### src/rtl/fp_pkg.sv
// fp_pkg: shared widths, field indices and FSM states for fp_norm_round (FP_NORM_ROUND_FLAGS_EN enables flags)
package fp_pkg;
  localparam int EXP_W = 8;
  localparam int FRAC_W = 23;
  localparam int SIG_W = FRAC_W + 5;
  localparam int BIAS = 127;
  localparam int EXP_MAX = (1 << EXP_W) - 1;
  localparam int C_IDX = SIG_W - 1;
  localparam int H_IDX = SIG_W - 2;
  localparam int G_IDX = 2;
  localparam int R_IDX = 1;
  localparam int S_IDX = 0;
  typedef enum logic [2:0] {IDLE, RSHIFT, LSHIFT, ROUND, DONE} state_e;
endpackage

### src/rtl/fp_rne_round.sv
// fp_rne_round: combinational round-to-nearest-even and IEEE-754 pack with infinity saturation (flags under FP_NORM_ROUND_FLAGS_EN)
module fp_rne_round
  import fp_pkg::*;
(
  input  logic                    sign,
  input  logic [EXP_W:0]          exp_in,
  input  logic [SIG_W-1:0]        sig,
`ifdef FP_NORM_ROUND_FLAGS_EN
  output logic [2:0]              flags,
`endif
  output logic [EXP_W+FRAC_W:0]   word
);
  logic up, zero, inf;
  logic [FRAC_W+1:0] sum;
  logic [EXP_W:0] exp_r;
  logic [EXP_W-1:0] exp_f;
  logic [FRAC_W-1:0] frac_f;
  assign up = sig[G_IDX] & (sig[R_IDX] | sig[S_IDX] | sig[G_IDX+1]);
  assign sum = {1'b0, sig[H_IDX:G_IDX+1]} + (FRAC_W+2)'(up);
  assign exp_r = exp_in + (EXP_W+1)'(sum[FRAC_W+1]);
  assign zero = ~|sig;
  assign inf = exp_r >= (EXP_W+1)'(EXP_MAX);
  assign exp_f = inf ? EXP_W'(EXP_MAX) : |sum[FRAC_W+1:FRAC_W] ? exp_r[EXP_W-1:0] : '0;
  assign frac_f = (inf || sum[FRAC_W+1]) ? '0 : sum[FRAC_W-1:0];
  assign word = {sign & ~zero, exp_f, frac_f};
`ifdef FP_NORM_ROUND_FLAGS_EN
  logic inexact;
  assign inexact = sig[G_IDX] | sig[R_IDX] | sig[S_IDX] | inf;
  assign flags = {inf, ~|exp_f & inexact, inexact};
`endif
endmodule

### src/rtl/fp_norm_round.sv
// fp_norm_round: iterative normalize, RNE round and pack for the FP adder back end (FP_NORM_ROUND_FLAGS_EN adds flags port)
module fp_norm_round
  import fp_pkg::*;
(
  input  logic                    clk,
  input  logic                    rst_n,
  input  logic                    in_valid,
  output logic                    in_ready,
  input  logic                    in_sign,
  input  logic [EXP_W-1:0]        in_exp,
  input  logic [SIG_W-1:0]        in_sig,
  output logic                    out_valid,
  input  logic                    out_ready,
`ifdef FP_NORM_ROUND_FLAGS_EN
  output logic [2:0]              flags,
`endif
  output logic [EXP_W+FRAC_W:0]   out_word
);
  localparam logic [EXP_W:0] ONE = (EXP_W+1)'(1);
  state_e state_q, state_d;
  logic sign_q, sign_d;
  logic [EXP_W:0] exp_q, exp_d;
  logic [SIG_W-1:0] sig_q, sig_d;
  logic [EXP_W+FRAC_W:0] word_q, word_d, rnd_word;
`ifdef FP_NORM_ROUND_FLAGS_EN
  logic [2:0] flags_q, flags_d, rnd_flags;
`endif
  fp_rne_round u_rnd (
    .sign   (sign_q),
    .exp_in (exp_q),
    .sig    (sig_q),
`ifdef FP_NORM_ROUND_FLAGS_EN
    .flags  (rnd_flags),
`endif
    .word   (rnd_word)
  );
  always_comb begin
    state_d = state_q;
    sign_d = sign_q;
    exp_d = exp_q;
    sig_d = sig_q;
    word_d = word_q;
`ifdef FP_NORM_ROUND_FLAGS_EN
    flags_d = flags_q;
`endif
    case (state_q)
      IDLE: if (in_valid) begin
        sign_d = in_sign;
        exp_d = {1'b0, in_exp};
        sig_d = in_sig;
        state_d = ~|in_sig ? ROUND : in_sig[C_IDX] ? RSHIFT : in_sig[H_IDX] ? ROUND : LSHIFT;
      end
      RSHIFT: begin
        sig_d = {1'b0, sig_q[SIG_W-1:2], |sig_q[1:0]};
        exp_d = exp_q + ONE;
        state_d = ROUND;
      end
      LSHIFT: begin
        if (exp_q > ONE) begin
          sig_d = {sig_q[SIG_W-2:0], 1'b0};
          exp_d = exp_q - ONE;
        end
        state_d = (sig_d[H_IDX] || exp_d == ONE) ? ROUND : LSHIFT;
      end
      ROUND: begin
        word_d = rnd_word;
`ifdef FP_NORM_ROUND_FLAGS_EN
        flags_d = rnd_flags;
`endif
        state_d = DONE;
      end
      DONE: state_d = out_ready ? IDLE : DONE;
      default: state_d = IDLE;
    endcase
  end
  always_ff @(posedge clk) begin
    if (!rst_n) begin
      state_q <= IDLE;
      sign_q <= 1'b0;
      exp_q <= '0;
      sig_q <= '0;
      word_q <= '0;
`ifdef FP_NORM_ROUND_FLAGS_EN
      flags_q <= '0;
`endif
    end else begin
      state_q <= state_d;
      sign_q <= sign_d;
      exp_q <= exp_d;
      sig_q <= sig_d;
      word_q <= word_d;
`ifdef FP_NORM_ROUND_FLAGS_EN
      flags_q <= flags_d;
`endif
    end
  end
  assign in_ready = state_q == IDLE;
  assign out_valid = state_q == DONE;
  assign out_word = word_q;
`ifdef FP_NORM_ROUND_FLAGS_EN
  assign flags = flags_q;
`endif
endmodule

### config.mk
export PLATFORM = sky130hd
export DESIGN_NAME = fp_norm_round
export DESIGN_NICKNAME = d
export VERILOG_FILES = /design/src/rtl/fp_pkg.sv /design/src/rtl/fp_rne_round.sv /design/src/rtl/fp_norm_round.sv
export SDC_FILE = /design/constraint.sdc
export NUM_CORES = 1
export LEC_CHECK = 0
export BUFFER_PORTS_ARGS = -buffer_cell sky130_fd_sc_hd__buf_4
export CAP_MARGIN = 20
export CORE_AREA = 10 10 101 103
export CTS_CLUSTER_DIAMETER = 200
export DETAILED_ROUTE_END_ITERATION = 6
export DIE_AREA = 0 0 111 113
export GPL_ROUTABILITY_DRIVEN = 0
export PLACE_DENSITY = 0.78
export SYNTH_ARGS = -nofsm -noshare
export SYNTH_HDL_FRONTEND = slang
export SYNTH_SLANG_ARGS = --single-unit
### constraint.sdc
create_clock -name clk -period 4.1 [get_ports clk]
set_clock_uncertainty 0.1 [all_clocks]
set_input_delay 0.615 -clock clk [delete_from_list [all_inputs] [get_ports clk]]
set_output_delay 0.615 -clock clk [all_outputs]
set_load 0.01 [all_outputs]
# Word level (Yosys, flattened, before mapping)
# Cells that the tools add are included.
dict set report classes {
  reduce_logical 11
  n_div 0
  n_shift 0
  bitwise 4
  n_addsub 4
  mux 18
  n_eq_ne 7
  n_lt_le_gt_ge 2
  n_mul 0
}
# cell n
set op_table {}
lappend op_table {{two-way mux 28 bit} 3}
lappend op_table {{case mux 28 bit (3 select lines)} 1}
lappend op_table {{OR reduction 28 bit} 2}
lappend op_table {{two-way mux 9 bit} 3}
lappend op_table {{case mux 9 bit (3 select lines)} 1}
lappend op_table {{adder 24 x 1 -> 25 bit} 1}
lappend op_table {{two-way mux 23 bit} 1}
lappend op_table {{two-way mux 8 bit} 2}
lappend op_table {{case mux 3 bit (5 select lines)} 1}
lappend op_table {{adder 9 x 1 -> 9 bit} 1}
lappend op_table {{adder 9 x 1 -> 9 bit, second input constant} 1}
lappend op_table {{== test 9 x 1 -> 1 bit, second input constant} 1}
lappend op_table {{>= comparator 9 x 8 -> 1 bit, second input constant} 1}
lappend op_table {{greater-than comparator 9 x 1 -> 1 bit, second input constant} 1}
lappend op_table {{subtractor 9 x 1 -> 9 bit, second input constant} 1}
lappend op_table {{== test 3 x 2 -> 1 bit, second input constant} 2}
lappend op_table {{two-way mux 3 bit} 2}
lappend op_table {{two-way mux 2 bit} 2}
lappend op_table {{inequality test 2 bit, second input constant} 2}
lappend op_table {{AND reduction 2 bit} 2}
lappend op_table {{OR reduction 2 bit} 2}
lappend op_table {{== test 3 x 1 -> 1 bit, second input constant} 1}
lappend op_table {{== test 3 bit, second input constant} 1}
lappend op_table {{zero test 3 bit} 1}
lappend op_table {{6 further kinds} 10}
dict set report word_totals {
  register_bits 73
  mem_bits_rw 0
  mem_count 0
  wordCells 52
  latchBits 0
  inputBits 41
  rom_bits 0
}

# Longest topological paths before layout
# Gate-level depths: netlist of run 1.
dict set report depth {
  ltp_word 8
  depth_mapped 16
  ltp_nobuf 14
}

# By module
# From an unflattened synthesis of run 1, not the netlist that was laid out.
dict set report hier_totals {
  cells_unflattened 584
  hier_area_um2 4581.9
}
# mod n_inst cells_per_inst area_each_um2 seq_area_each_um2
set by_module_without_submodules {}
lappend by_module_without_submodules {fp_norm_round 1 436 3617.2 1461.4}
lappend by_module_without_submodules {fp_rne_round 1 148 964.7 0.0}

# Worst setup path after synthesis of run 1
# Ideal clock, no wire load.
dict set report synth_timing {
  path_kind {reg-to-reg}
  start {reg sig_q[3]}
  end {reg word_q[5], in the netlist out_word[5]}
  synth_period_minus_slack_ns 3.608
  path_stages_with_launch 17
  n_path_buf 2
  t_arrival_ns 3.393
  path_slack_ns 0.492
  required_ns 3.885
  cell_sequence {dfxtp_1 -> clkbuf_1 -> and2_1 -> ha_1 -> nand4_1 -> nor3_1 -> nand4_1 -> inv_1 -> ha_1 -> ha_1 -> nand3_1 -> xnor2_1 -> or2_2 -> o311ai_4 -> or3b_4 -> buf_12 -> o21ai_2}
}
dict set report synth_via {
  elab_chain_len 7
}
# element line_no
set synth_lines {}
lappend synth_lines {{start, declared} fp_norm_round.sv:23} ;# logic [SIG_W-1:0] sig_q, sig_d;
lappend synth_lines {{start signal, assigned} fp_norm_round.sv:90} ;# sig_q <= sig_d;
lappend synth_lines {{bitwise OR 1 bit} fp_rne_round.sv:18} ;# assign up = sig[G_IDX] & (sig[R_IDX] | sig[S_IDX] | sig[G_IDX+1]);
lappend synth_lines {{AND 1 bit} fp_rne_round.sv:18}
lappend synth_lines {{adder 24 x 1 -> 25 bit *} fp_rne_round.sv:19} ;# assign sum = {1'b0, sig[H_IDX:G_IDX+1]} + (FRAC_W+2)'(up);
lappend synth_lines {{adder 9 x 1 -> 9 bit} fp_rne_round.sv:20} ;# assign exp_r = exp_in + (EXP_W+1)'(sum[FRAC_W+1]);
lappend synth_lines {{>= comparator 9 x 8 -> 1 bit} fp_rne_round.sv:22} ;# assign inf = exp_r >= (EXP_W+1)'(EXP_MAX);
lappend synth_lines {{logical OR 1 bit} fp_rne_round.sv:24} ;# assign frac_f = (inf || sum[FRAC_W+1]) ? '0 : sum[FRAC_W-1:0];
lappend synth_lines {{two-way mux 23 bit *} fp_rne_round.sv:24}
lappend synth_lines {{end signal, assigned} fp_norm_round.sv:91} ;# word_q <= word_d;
lappend synth_lines {{end, declared} fp_norm_round.sv:24} ;# logic [EXP_W+FRAC_W:0] word_q, word_d, rnd_word;
# Every way passes the cells marked *; elsewhere a longest branch is shown, timed or not.
# A chain may end at the register's enable or synchronous reset.

# Worst setup path after layout of run 1
dict set report layout_timing {
  start {reg sig_q[3]}
  end {reg word_q[0], in the netlist out_word[0]}
}
# The elaborated chain is that of the path after synthesis.

==> metrics.yaml, run 1 <==
final_common_cell: "buf_4"
final_cell_mix: "buf_4, dfxtp_1, nand2_1, nor2_1, o211a_1"
r2r-start: "sig_q[3]$_SDFFE_PN0P_"
antenna_found_initial: 0
power_leakage_nw: 2.270
whs_ps: 358.3
wire_per_inst_um: 18.66
p_clk_share_pct: 20.9
port-buffer-count: 74
dr.pass1.iters: 7
cap_violations: 0
ys_seq_area_share_pct: 32.32
ys.flop_type: "dfxtp_1"
nNetsFinal: 623
final.setup.tns_ps: 0
setup_viol: 0
worstSetupPathType: "reg -> reg"
startpoint_type: "register"
holdPathEnd: "out_word[18]$_SDFFE_PN0N_"
required_ps: 4220
violations: "design-rule violations"
synth_seq_cells: 73
rows: 33
switching_share_pct: 42.81
yosys.area_share.simple_pct: 23.02
vias_per_cell: 6.490
dpl.hpwl_um: 9118
diodes: 0
syn-num-nets: 583
yosysUniqueCellTypes: 67
ant_nets: 0
grt_max_degree: 56
cts_hold_buf: 0
synthArstFlopShare_pct: 0
cts_setup_buffers: 0
grt_pass1_wl_um: 21160
max_freq_mhz: 263.7
synth.top_cell.area_share_pct: 32.32
worstHoldPathCells: 2
netlist_area_um2: 4522
regArea_um2: 1461
arrival_ps: 3910
cts_resized: 0
synth_mux_area_share_pct: 1.162
syn2layout_area_growth_pct: 15.85
p_sw_w: 0.001113
rrSetupSlack_ps: 310
synth_cells: 536
cts_made_buffers: 9
ioPinCount: 75
power_frac_comb_pct: 38.3
cts.sinks: 73
critPathSlowestCell: "dfxtp_1"
synth_compound_area_share_pct: 28.17
worst_pin_slew_ps: 1019
hp-class: "reg -> reg"
yosys.area.top_type: "dfxtp_1"
peakVddDrop_uv: 276.9
multi_input_area_um2: 2754
yosys_warnings: 0
power_frac_seq_pct: 40.8
outcome: "finished, violations left"
powerDensity_nw_per_um2: 496.2
tritoncts: "yes"
period_needed_ps: 3792
die_h_um: 113
synth_area_leaders: "dfxtp_1, o211a_1, nand2_1"
ff2ff_path_depth: 15
slew_violations: 0
synth_top_family_by_area: "compound AO/OA/AOI/OAI gates"
clk_pin_slew_ps: 90
h-tree-depth: 3
drive_gt1_share_pct: 26.16
synth_edf_count: 0
drt_iter0_drc: 644
slew_headroom_pct: 31.95
max_stage_delay_ps: 470
fillerInstances: 676
drt-total-wl_um: 12800
dieArea_um2: 12540
rsz0062_at_grt: "no"
finalHoldViolCount: 0
intPower_w: 0.001487
die_w_um: 111
vias: 4452
drc_errors: 46
end_kind: "register"
initial_core_util_pct: 55.59
finalCritPeriodShare_pct: 92.49
clock_latency_ps: 350
regToRegEndpoint: "out_word[0]$_SDFFE_PN0N_"
grt_use_total_pct: 19.58
core-area_um2: 8134
hold_start: "out_word[18]$_SDFFE_PN0N_"
synth_xor_area_share_pct: 6.558
synth_fa_ha_area_share_pct: 1.660
clock_path_buffers: 2
path_max_fanout: 22
syn_avg_cell_area_um2: 8.436
root_buffer: "clkbuf_8"
grt_overflow_total: 0
grt_pass1_vias: 4247
crit_chain: "and2_1 > ha_1 > nand4_1 > nor3_1 > buf_4 > nand4_1 > inv_1 > ha_1 > ha_1 > nand3_1 > xnor2_1 > or2_2 > o311ai_4 > or3b_4 > o21ai_0"
critPathMostFrequentCell: "ha_1"
==> layer usage <==
| metal | wire [um] | global-route usage, % | vias up | share of wire, % |
|---|---|---|---|---|
| li1 | - | - | 2087 | - |
| met1 | 5404 | 26.35 | 2073 | 42 |
| met2 | 5718 | 29.36 | 265 | 45 |
| met3 | 1447 | 5.283 | 27 | 11 |
| met4 | 231 | 6.944 | 0 | 1.8 |
| met5 | 0 | 0 | - | 0 |
==> cells in the mapped netlist (all sizes together) (12+ instances only) <==
cell type	n
dfxtp	73
a222oi	25
inv	13
nand2	68
a21oi	17
xor2	13
o21ai	37
nor4	17
nor2	28
xnor2	20
nand3	21
and3	12
clkbuf	39
buf	17
o211a	28
==> cell families (layout without fill, tap and decap cells) <==
group,Yosys count,after routing
multiplexers,5,5
flip-flops,73,73
AND/OR/NAND/NOR,199,199
adder cells (fa/ha/maj),6,6
buffers and inverters,69,114
XOR/XNOR,33,33
AO/OA/AOI/OAI,151,151
==> state kept, by name, summed over array words and instances (netlist names) <==
name,count
out_word,32
sig_q,28
exp_q,9
state_q,3
sign_q,1
==> cell type report <==
cell class,instances,area share (%)
multi-input combinational,394,52.57
clock buffer,9,2.364
sequential,73,27.90
tap,105,2.508
clock inverter,7,1.170
inverter,13,0.9315
timing repair buffer,85,12.56
==> power by group through the flow <==
stage | clock [W] | combinational (W) | sequential (W)
floorplan | 0 | 0.000843 | 0.000920
global placement | 0 | 0.000935 | 0.00106
detailed placement | 0 | 0.000959 | 0.00106
CTS | 0.000550 | 0.000966 | 0.00105
global route | 0.000581 | 0.00109 | 0.00108
finish | 0.000544 | 0.000994 | 0.00106
==> worst max path at each step <==
stage	start	end	slack [ps]	cells after the start
3_5_place_dp	sig_q[3]$_SDFFE_PN0P_	out_word[0]$_SDFFE_PN0N_	390	15
2_1_floorplan	sig_q[3]$_SDFFE_PN0P_	out_word[5]$_SDFFE_PN0N_	490	16
3_3_place_gp	sig_q[3]$_SDFFE_PN0P_	out_word[3]$_SDFFE_PN0N_	560	15
6_report	sig_q[3]$_SDFFE_PN0P_	out_word[0]$_SDFFE_PN0N_	310	15
4_1_cts	sig_q[3]$_SDFFE_PN0P_	out_word[0]$_SDFFE_PN0N_	360	15
5_1_grt	sig_q[3]$_SDFFE_PN0P_	out_word[3]$_SDFFE_PN0N_	80	15
==> critical path, delay by kind of cell (launching register included) <==
family | cells | cell delay [ps]
fa+ha+maj | 3 | 680
xor+xnor | 1 | 190
simple gates | 7 | 1500
buf+inv | 2 | 280
compound gates | 2 | 420
flops | 1 | 470
==> stage by stage <==
stage | power [W] | instance area (um^2) | std cells | worst slack, ps | util, %
2_1_floorplan | 0.001763 | 4522 | 536 | 491.7 | -
4_1_cts | 0.002563 | 5211 | 685 | 358.7 | 64.07
5_1_grt | 0.002754 | 5239 | 686 | 84.45 | 64.41
3_5_place_dp | 0.002023 | 5026 | 669 | 387.2 | 61.79
6_report | 0.002599 | 5239 | 686 | 308.1 | 64.41
3_3_place_gp | 0.001991 | 5026 | 669 | 561.8 | 61.79
Note: power is estimated with default switching activity, not from simulation.
==> run 2, diff against run 1 <==
--- a/config.mk
+++ b/config.mk
@@ -7,12 +7,12 @@
 export LEC_CHECK = 0
 export BUFFER_PORTS_ARGS = -buffer_cell sky130_fd_sc_hd__buf_4
 export CAP_MARGIN = 20
-export CORE_AREA = 10 10 101 103
+export CORE_AREA = 10 10 110 112
 export CTS_CLUSTER_DIAMETER = 200
 export DETAILED_ROUTE_END_ITERATION = 6
-export DIE_AREA = 0 0 111 113
+export DIE_AREA = 0 0 120 122
 export GPL_ROUTABILITY_DRIVEN = 0
-export PLACE_DENSITY = 0.78
+export PLACE_DENSITY = 0.67
 export SYNTH_ARGS = -nofsm -noshare
 export SYNTH_HDL_FRONTEND = slang
 export SYNTH_SLANG_ARGS = --single-unit
==> run 2 against run 1 <==
  * The run still ends with design-rule violations left
  * Sequential power is essentially flat
  * Clock power grew 19%
  * Final cell count grew 4.2%
  * Setup slack gained 57 ps
  * Critical path depth shrank 1
  * Routed wire length grew 1.9%
  * Non-clock buffer count shrank 2
  * Largest cell class unchanged
==> metrics.yaml, run 2 (same netlist as run 1, synthesis figures left out) <==
cts_hold_buf: 0  # unchanged
nNetsFinal: 621  # -0.32%
ioPinCount: 75  # unchanged
path_max_fanout: 22  # unchanged
die_w_um: 120  # +8.1%
powerDensity_nw_per_um2: 506.4  # +2.1%
drt_iter0_drc: 667  # +3.6%
finish.instance_area_um2: 5283  # +0.84%
core-area_um2: 10050  # +24%
critPathLaunch: "sig_q[3]$_SDFFE_PN0P_"
grt_pass1_vias: 4097  # -3.5%
drc_errors: 41  # -11%
required_ps: 4250  # +30 ps
clock_latency_ps: 370  # +20 ps
fin_util_pct: 52.58  # -12 points
finalHoldViolCount: 0  # unchanged
rows: 37  # +12%
port-buffer-count: 74  # unchanged
rsz0062_at_grt: "no"
cts_resized: 0  # unchanged
largest_reg_flops: 32  # unchanged
power_leakage_nw: 2.271  # about the same
initial_core_util_pct: 45.01  # -11 points
ant_nets: 0  # unchanged
drive_gt1_share_pct: 25.91  # -0.26 points
final.setup.tns_ps: 0  # unchanged
hp-class: "reg -> reg"
clk_pin_slew_ps: 80  # about the same
regToRegEndpoint: "out_word[3]$_SDFFE_PN0N_"
cts_setup_buffers: 0  # unchanged
outcome: "finished, violations left"
cap_violations: 0  # unchanged
grt_max_degree: 56  # unchanged
r2r-start: "sig_q[3]$_SDFFE_PN0P_"
peakVddDrop_uv: 281.3  # +1.6%
die_h_um: 122  # +8.0%
antenna_found_initial: 0  # unchanged
setup_viol: 0  # unchanged
vias: 4322  # -2.9%
cts_made_buffers: 9  # unchanged
worst_pin_slew_ps: 1001  # -17.10 ps
arrival_ps: 3880  # -30 ps
dieArea_um2: 14640  # +17%
wire_per_inst_um: 18.24  # -2.3%
max_freq_mhz: 267.8  # +1.5%
tritoncts: "yes"
dr.pass1.iters: 7  # unchanged
clock_path_buffers: 2  # unchanged
final_common_cell: "buf_4"
syn2layout_area_growth_pct: 16.82
finalCritPeriodShare_pct: 91.09  # -1.4 points
end_kind: "register"
h-tree-depth: 3  # unchanged
rrSetupSlack_ps: 370  # +60 ps
diodes: 0  # unchanged
root_buffer: "clkbuf_8"
vias_per_cell: 6.045  # -6.9%
grt_overflow_total: 0  # unchanged
p_total_w: 0.002675  # +2.9%
period_needed_ps: 3735  # -57.39 ps
grt_pass1_wl_um: 20910  # -1.2%
dp.cells: 699  # +4.5%
cts.sinks: 73  # unchanged
ff2ff_path_depth: 14  # -1
violations: "design-rule violations"
worstSetupPathType: "reg -> reg"
crit_end: "out_word[3]$_SDFFE_PN0N_"
slew_headroom_pct: 33.24  # +1.3 points
dpl.hpwl_um: 9469  # +3.8%
placed_cell_area_um2: 5057  # +0.62%
fin_cells: 715  # +4.2%
drt-total-wl_um: 13040  # +1.9%
grt_use_total_pct: 17.38  # -2.2 points
final_cell_mix: "buf_4, dfxtp_1, nand2_1, nor2_1, o211a_1"
slew_violations: 0  # unchanged
startpoint_type: "register"
-- run 2: worst min-delay path by stage --
| stage | startpoint | endpoint | slack, ps | cells past startpoint |
|---|---|---|---|---|
| floorplan | sign_q$_SDFFE_PN0P_ | sign_q$_SDFFE_PN0P_ | 340 | 2 |
| global placement | out_word[19]$_SDFFE_PN0N_ | out_word[19]$_SDFFE_PN0N_ | 340 | 2 |
| detailed placement | out_word[13]$_SDFFE_PN0N_ | out_word[13]$_SDFFE_PN0N_ | 350 | 2 |
| CTS | out_word[13]$_SDFFE_PN0N_ | out_word[13]$_SDFFE_PN0N_ | 360 | 2 |
| global route | out_word[22]$_SDFFE_PN0N_ | out_word[22]$_SDFFE_PN0N_ | 380 | 2 |
| finish | out_word[13]$_SDFFE_PN0N_ | out_word[13]$_SDFFE_PN0N_ | 360 | 2 |
-- run 2: worst max-delay path: stages, from the launching register on --
cell and delay [ps]:
dfxtp_1 450, and2_1 180, ha_1 190, nand4_1 130
nor3_1 340, nand4_1 160, inv_1 110, ha_1 190
ha_1 260, nand3_1 120, xnor2_1 180, or2_2 320
o311ai_4 280, or3b_4 430, o21ai_0 150
-- run 2: stage by stage --
stage	hold WS [ps]	setup WS (ps)
detailed placement	345.2	370.8
CTS	363.0	381.1
floorplan	343.8	491.7
global placement	339.0	524.2
finish	357.5	365.5
global route	378.5	79.63
-- run 2: power breakdown --
group | leakage, nW | internal, W | switching (W)
Combinational | 1.57 | 0.000416 | 0.000539
Sequential | 0.598 | 0.000821 | 0.000249
Clock | 0.106 | 0.000347 | 0.000302
-- run 2: area by class of cell --
class / count / area (um^2)
clock buffers: 9 / 123.9
clock inverters: 7 / 101.3
fillers: 965 / 4763
inverters: 13 / 48.80
multi-input cells: 394 / 2754
flip-flops and latches: 73 / 1461
well taps: 136 / 170.2
repair buffers: 83 / 623.1
-- run 2: routing by layer --
metal | routed length, um | vias up | global-route usage, %
li1 | - | 2079 | -
met2 | 6017 | 179 | 27.48
met4 | 280 | 0 | 7.843
met5 | 0 | - | 0
met3 | 988 | 25 | 3.839
met1 | 5754 | 2039 | 22.28
